## src/rtl/game_pkg.sv

```systemverilog
// game_pkg: shared state codes, sprite sizes and screen limits for the game datapath.
package game_pkg;
    localparam logic [1:0] GAME_INITIAL = 2'b00;
    localparam logic [1:0] GAME_RUNNING = 2'b01;
    localparam logic [1:0] GAME_OVER    = 2'b10;
    localparam logic [1:0] GAME_SUCCESS = 2'b11;
    localparam int MARIO_W       = 34;
    localparam int MARIO_H       = 36;
    localparam int BARREL_ROLL_W = 32;
    localparam int BARREL_ROLL_H = 24;
    localparam int BARREL_FALL_W = 42;
    localparam int BARREL_FALL_H = 24;
    localparam int SCREEN_W      = 640;
    localparam int SCREEN_H      = 480;
    typedef enum logic [2:0] {S_INIT, S_RUN, S_HIT, S_OVER, S_SUCC} seq_state_t;
    function automatic logic [1:0] state_code(input seq_state_t s);
        return (s == S_RUN || s == S_HIT) ? GAME_RUNNING :
               (s == S_OVER) ? GAME_OVER :
               (s == S_SUCC) ? GAME_SUCCESS : GAME_INITIAL;
    endfunction
endpackage

```

## src/rtl/game_sequencer_aabb.sv

```systemverilog
// aabb_overlap: strict axis-aligned box overlap, widened to 11 bits so edge sums never wrap.
module aabb_overlap (
    input  logic [9:0] ax,
    input  logic [8:0] ay,
    input  logic [9:0] aw,
    input  logic [8:0] ah,
    input  logic [9:0] bx,
    input  logic [8:0] by,
    input  logic [9:0] bw,
    input  logic [8:0] bh,
    output logic       overlap
);
    assign overlap = (11'(ax) < 11'(bx) + 11'(bw)) && (11'(bx) < 11'(ax) + 11'(aw)) &&
                     (11'(ay) < 11'(by) + 11'(bh)) && (11'(by) < 11'(ay) + 11'(ah));
endmodule

```

## src/rtl/game_sequencer.sv

```systemverilog
// game_sequencer: round flow, hit/goal detection, lives and barrel spawn scheduling.
module game_sequencer
    import game_pkg::*;
#(
    parameter int LIVES_INIT   = 3,
    parameter int MARIO_W      = game_pkg::MARIO_W,
    parameter int MARIO_H      = game_pkg::MARIO_H,
    parameter int GOAL_X0      = 250,
    parameter int GOAL_X1      = 330,
    parameter int GOAL_Y       = 60,
    parameter int SPAWN_PERIOD = 120,
    parameter int HIT_FRAMES   = 60,
    parameter int RESTART_HOLD = 30
) (
    input  logic       clk,
    input  logic       rst,
    input  logic       tick,
    input  logic [4:0] key,
    input  logic [9:0] mario_x,
    input  logic [8:0] mario_y,
    input  logic [9:0] barrel_x,
    input  logic [8:0] barrel_y,
    input  logic [9:0] barrel_w,
    input  logic [8:0] barrel_h,
    input  logic       barrel_active,
    output logic [1:0] state,
    output logic       freeze,
    output logic       barrel_spawn,
    output logic [1:0] lives,
    output logic       hit_flag
);
    localparam int SW = $clog2(SPAWN_PERIOD);
    localparam int HW = $clog2(HIT_FRAMES);
    localparam int RW = $clog2(RESTART_HOLD + 1);
    seq_state_t cur, nxt;
    logic [1:0]    lives_nxt;
    logic [SW-1:0] spawn_cnt, spawn_nxt;
    logic [HW-1:0] hit_cnt, hit_nxt;
    logic [RW-1:0] hold_cnt, hold_nxt;
    logic box_hit, overlap, goal, spawn_due, spawn_fire, hold_full;
    aabb_overlap u_mario_barrel (
        .ax(mario_x), .ay(mario_y), .aw(10'(MARIO_W)), .ah(9'(MARIO_H)),
        .bx(barrel_x), .by(barrel_y), .bw(barrel_w), .bh(barrel_h),
        .overlap(box_hit)
    );
    assign overlap    = box_hit && barrel_active;
    assign goal       = mario_y <= 9'(GOAL_Y) && mario_x >= 10'(GOAL_X0) && mario_x < 10'(GOAL_X1);
    assign spawn_due  = spawn_cnt == SW'(SPAWN_PERIOD - 1);
    assign spawn_fire = tick && cur == S_RUN && spawn_due && !barrel_active;
    assign hold_full  = hold_cnt == RW'(RESTART_HOLD);
    always_comb begin
        nxt       = cur;
        lives_nxt = lives;
        spawn_nxt = spawn_cnt;
        hit_nxt   = hit_cnt;
        hold_nxt  = hold_cnt;
        if (tick) begin
            case (cur)
                S_INIT: if (key != '0) begin
                    nxt       = S_RUN;
                    lives_nxt = 2'(LIVES_INIT);
                    spawn_nxt = '0;
                end
                S_RUN: begin
                    // a still-active barrel defers the spawn with the counter parked at its limit
                    spawn_nxt = spawn_fire ? '0 : spawn_due ? spawn_cnt : spawn_cnt + 1'b1;
                    if (overlap) begin
                        lives_nxt = (lives == '0) ? lives : lives - 2'd1;
                        nxt       = (lives_nxt == '0) ? S_OVER : S_HIT;
                        hit_nxt   = '0;
                        hold_nxt  = '0;
                    end else if (goal) begin
                        nxt      = S_SUCC;
                        hold_nxt = '0;
                    end
                end
                S_HIT: begin
                    hit_nxt = hit_cnt + 1'b1;
                    nxt     = (hit_cnt == HW'(HIT_FRAMES - 1)) ? S_RUN : S_HIT;
                end
                default: begin
                    hold_nxt = hold_full ? hold_cnt : hold_cnt + 1'b1;
                    nxt      = (key != '0 && hold_full) ? S_INIT : cur;
                end
            endcase
        end
    end
    always_ff @(posedge clk) begin
        if (rst) begin
            cur          <= S_INIT;
            lives        <= 2'(LIVES_INIT);
            spawn_cnt    <= '0;
            hit_cnt      <= '0;
            hold_cnt     <= '0;
            hit_flag     <= 1'b0;
            barrel_spawn <= 1'b0;
        end else begin
            cur          <= nxt;
            lives        <= lives_nxt;
            spawn_cnt    <= spawn_nxt;
            hit_cnt      <= hit_nxt;
            hold_cnt     <= hold_nxt;
            hit_flag     <= tick ? overlap : hit_flag;
            barrel_spawn <= spawn_fire;
        end
    end
    assign state  = state_code(cur);
    assign freeze = cur == S_HIT;
endmodule

```

## config.mk

```make
export PLATFORM = sky130hd
export DESIGN_NAME = game_sequencer
export DESIGN_NICKNAME = d
export VERILOG_FILES = /design/src/rtl/game_pkg.sv /design/src/rtl/game_sequencer_aabb.sv /design/src/rtl/game_sequencer.sv
export SDC_FILE = /design/constraint.sdc
export NUM_CORES = 1
export LEC_CHECK = 0
export CAP_MARGIN = 20
export CORE_ASPECT_RATIO = 1.1
export CORE_MARGIN = 5
export CORE_UTILIZATION = 51
export DETAILED_ROUTE_END_ITERATION = 16
export HOLD_SLACK_MARGIN = 0.08
export MAX_ROUTING_LAYER = met4
export PLACE_DENSITY = 0.93
export SLEW_MARGIN = 10
export SYNTH_ARGS = -nofsm -noshare
export SYNTH_HDL_FRONTEND = slang
export SYNTH_SLANG_ARGS = --single-unit
export TNS_END_PERCENT = 100
```

## constraint.sdc

```tcl
create_clock -name clk -period 4.3 [get_ports clk]
set_input_delay 0.645 -clock clk [delete_from_list [all_inputs] [get_ports clk]]
set_output_delay 0.645 -clock clk [all_outputs]
set_load 0.01 [all_outputs]
```

==> run summary <==
The portion of synthesized cell area occupied by the leading cell type came out at 24.1%. The transition time at the pin with the least slew margin is 773 ps. The most used flip-flop cell after synthesis is sky130_fd_sc_hd__dfxtp_1.

The final clock period utilization by the worst path came out at 97.8%. The number of placement rows came out at 29. For this run, the top clock speed supported by timing is 238 MHz. The first-pass detailed-route iteration total came out at 4.

Clock tree synthesis inserted a total of 3 buffers. The share of flip-flops with an asynchronous set or reset came out at 0%. The commonest cells after synthesis are sky130_fd_sc_hd__ha_1, sky130_fd_sc_hd__nor2_1, sky130_fd_sc_hd__a21oi_1. The post-synthesis to final-layout area growth is 36.8%.

The number of diodes is 0. For this design the total switching power over the nets is 323 uW. STA classifies the critical path startpoint as an input pin. The synthesized design spends more area on one cell type than any other, namely sky130_fd_sc_hd__ha_1.

In this run the remaining antenna-violating nets after routing total 0. Net switching is 37.1% of the power. The share of the synthesized area in compound gates (AO/OA/AOI/OAI) came out at 24.3%. The total half-perimeter wirelength after legalization and detailed placement is 6830 um.

The number of failing setup endpoints in the final timing report came out at 0. The busiest metal layer after global routing is met2. The maximum buffer depth of the clock tree is 2.

The clock transition at the registers of the reported paths came out at 90 ps. The reg-to-reg startpoint is cur[0]. The pin count of the biggest net entering global routing is 14.

The internal portion of total power came out at 549 uW. The flow ran to the end, and the final reports show no timing, DRC or antenna violations. The H-tree depth reported by CTS is 1. The core utilization of the finished layout came out at 72.2%.

The worst hold path terminates at hit_flag. The maximum clock skew at final layout came out at 3.76 ps. The final total power came out at 872 uW. TritonCTS built the clock tree.

The global placement routability congestion came out at 0.865. The reported leakage power is 1.81 nW. The remaining design rule violation count is 0. Measured against its own limit, the worst slew margin works out to 48.0%. The final number of hold-violating endpoints came out at 0. The die outline height is 91.3 um. The post-route netlist has 12.6% of its cells at a drive strength greater than 1. The number of buffers inserted by hold repair at cts is 0. Summing the areas of all and, or, nand and nor instances in the mapped netlist gives 19.5% of the synthesized area. The post-layout minimum cycle time is 4200 ps.

After detailed routing, the total wire length is 8530 um. The post-detailed-route wirelength per cell came out at 15.2 um. The vias per cell is 5.71. By area, the combinational part of the netlist is dominated by adder cells. The number of violations of the max-capacitance limit is 0. The power density of the placed cells came out at 208 nW/um^2. Once the floorplan was initialized, standard cells occupied 52.8% of the core. The number of clock sinks came out at 25. The worst min-delay path category is reg2reg.

The all-layer global routing usage came out at 22.1%. The part of the total power dissipated in combinational logic is 55.3%. Counting every net in the synthesized netlist gives 515. The flop and latch count out of synthesis came out at 25. The startpoint identified for the worst hold timing path is hit_flag.

The max-slew violation count came out at 0. The part of the total power dissipated in sequential elements is 28.3%. The number of antenna violations at the first check in global routing came out at 0. For met3 alone, demand over resource in global routing was 3.98%. The post-synthesis cell area came out at 3070 sq um.

Tracing the worst setup path back leads to its startpoint at barrel_x[0]. The clock tree root driver cell is sky130_fd_sc_hd__clkbuf_8. The quantity of I/O buffers inserted on ports came out at 72. The core region is 5810 sq um. After Yosys synthesis, XOR and XNOR cells account for 9.71% of the synthesized area.

Of the total power, the clock network draws 16.3%. The worst-case IR drop observed on VDD is 0.301 mV. The first routing iteration left 101 violations.

The number of enable flip-flop cells after synthesis is 0. The total overflow left after global routing is 0. Setup repair after global routing left no endpoint under its margin.

The critical path in this run is classified as in2reg. In this run the critical register-to-register path is captured at spawn_cnt[5]. The global routing usage on met1 came out at 24.1%.

The global-route wire length before repair came out at 14000 um. Summing the areas of all fa, ha and maj instances in the mapped netlist gives 25.4% of the synthesized area. In the global route stage, met2 resource usage came out at 40.7%. The number of cells traversed by the worst register-to-register path came out at 6. The number of vias in the routed layout came out at 3196. The number of distinct library cells after synthesis is 54. For this run, the number of Yosys warnings is 0.

The multiplexer share of the synthesized area came out at 1.02%. The cell count after synthesis is 388. The net count of the finished layout is 611. The area enclosed by the die boundary came out at 7660 sq um. Of the synthesized area, sequential elements account for 16.3%. Measured along the x axis, the die boundary spans 83.9 um. The most frequent cell after synthesis is sky130_fd_sc_hd__ha_1.

The data required time of the worst path came out at 4470 ps. The clock insertion delay at the later pin of the skew report is 270 ps. The maximum net fanout on the critical path came out at 4. The per-instance average area after synthesis is 7.90 sq um. The via count of the first global-routing pass came to 3224.

The cell depth of the worst min-delay path came out at 2. Data arrives at the worst endpoint at 4370 ps. The I/O pin total is 73.

By area the synthesized netlist is led by sky130_fd_sc_hd__ha_1, sky130_fd_sc_hd__dfxtp_1, sky130_fd_sc_hd__a21oi_1. In this run the register-to-register setup slack is 1930 ps. The endpoint kind of the worst setup timing path is a register.
==> registers in the layout, indices dropped and copies added (netlist names) <==
signal and flops:
spawn_cnt 7, hit_cnt 6, hold_cnt 5, cur 3, lives 2, barrel_spawn 1, hit_flag 1
==> worst max-delay path by stage <==
stage | end | slack, ps | cells after the start
2_1_floorplan | lives[1] | 400 | 20
3_5_place_dp | lives[1] | -470 | 21
5_1_grt | hold_cnt[0] | 10 | 16
3_3_place_gp | lives[1] | -230 | 21
4_1_cts | cur[1] | 10 | 21
6_report | lives[1] | 100 | 16
==> cell type report <==
cell class                      count  area (sq um)
Multi-Input combinational cell    333          2540
Fill cell                         420          1610
Timing Repair Buffer               97           923
Sequential cell                    25           500
Tap cell                           77          96.3
Inverter                           24          90.1
Clock buffer                        4          45.0
==> layout by cell type (no fill, tap or decap), types with 13 or more instances in the layout <==
cell	n
sky130_fd_sc_hd__nor2_1	39
sky130_fd_sc_hd__a21oi_1	28
sky130_fd_sc_hd__inv_1	22
sky130_fd_sc_hd__clkdlybuf4s50_1	66
sky130_fd_sc_hd__xor2_1	19
sky130_fd_sc_hd__nand2_1	31
sky130_fd_sc_hd__dfxtp_1	25
sky130_fd_sc_hd__o21ai_0	28
sky130_fd_sc_hd__xnor2_1	15
sky130_fd_sc_hd__nand3_1	13
sky130_fd_sc_hd__ha_1	56
sky130_fd_sc_hd__buf_4	25
==> metrics by stage <==
step                      hold slack (ps)  instances  area, sq um  setup TNS, ps  setup slack, ps
after floorplan                       453        388         3070              0              402
after global placement                444        548         3990          -2200             -230
after detailed placement              453        548         3990          -5260             -472
after CTS                             466        555         4070              0             12.0
after global routing                  499        560         4190              0             9.60
final                                 464        560         4190              0             96.3
==> what timing repair did <==
item	4_1_cts	5_1_grt
buffers inserted	3	5
pin swaps	6	28
endpoints found under the setup margin	14	15
gates resized for setup	8	26
==> worst max-delay path: stages <==
cell and delay, ps:
sky130_fd_sc_hd__clkdlybuf4s50_1 430, sky130_fd_sc_hd__ha_2 210, sky130_fd_sc_hd__fa_2 410, sky130_fd_sc_hd__a211oi_4 290, sky130_fd_sc_hd__nor2_2 90, sky130_fd_sc_hd__o31ai_4 280, sky130_fd_sc_hd__a21bo_2 260, sky130_fd_sc_hd__ha_1 320
sky130_fd_sc_hd__a21oi_2 140, sky130_fd_sc_hd__nand3_1 100, sky130_fd_sc_hd__o2111ai_1 180, sky130_fd_sc_hd__a21o_1 250, sky130_fd_sc_hd__buf_4 150, sky130_fd_sc_hd__nand3_2 60, sky130_fd_sc_hd__or2_1 250, sky130_fd_sc_hd__a221o_1 320
==> cell families after synthesis <==
| kind of cell | after synthesis |
|---|---|
| AND/OR/NAND/NOR | 123 |
| AO/OA/AOI/OAI | 112 |
| XOR/XNOR | 34 |
| buffers and inverters | 30 |
| adder cells (fa/ha/maj) | 61 |
| multiplexers | 3 |
| flip-flops | 25 |
==> power groups by stage <==
stage          clock (mW)  sequential (mW)  combinational [mW]
6_report            0.142            0.247               0.482
5_1_grt             0.157            0.248               0.533
4_1_cts             0.145            0.247               0.454
3_5_place_dp            0            0.252               0.441
3_3_place_gp            0            0.252               0.418
2_1_floorplan           0            0.247               0.271
==> layer usage <==
metal / part of all wire, % / wire (um)
met2: 53 / 4510
met1: 41 / 3470
met3: 4.3 / 370
met5: 0 / 0
met4: 2.1 / 180
(Power assumes the default switching activity.)
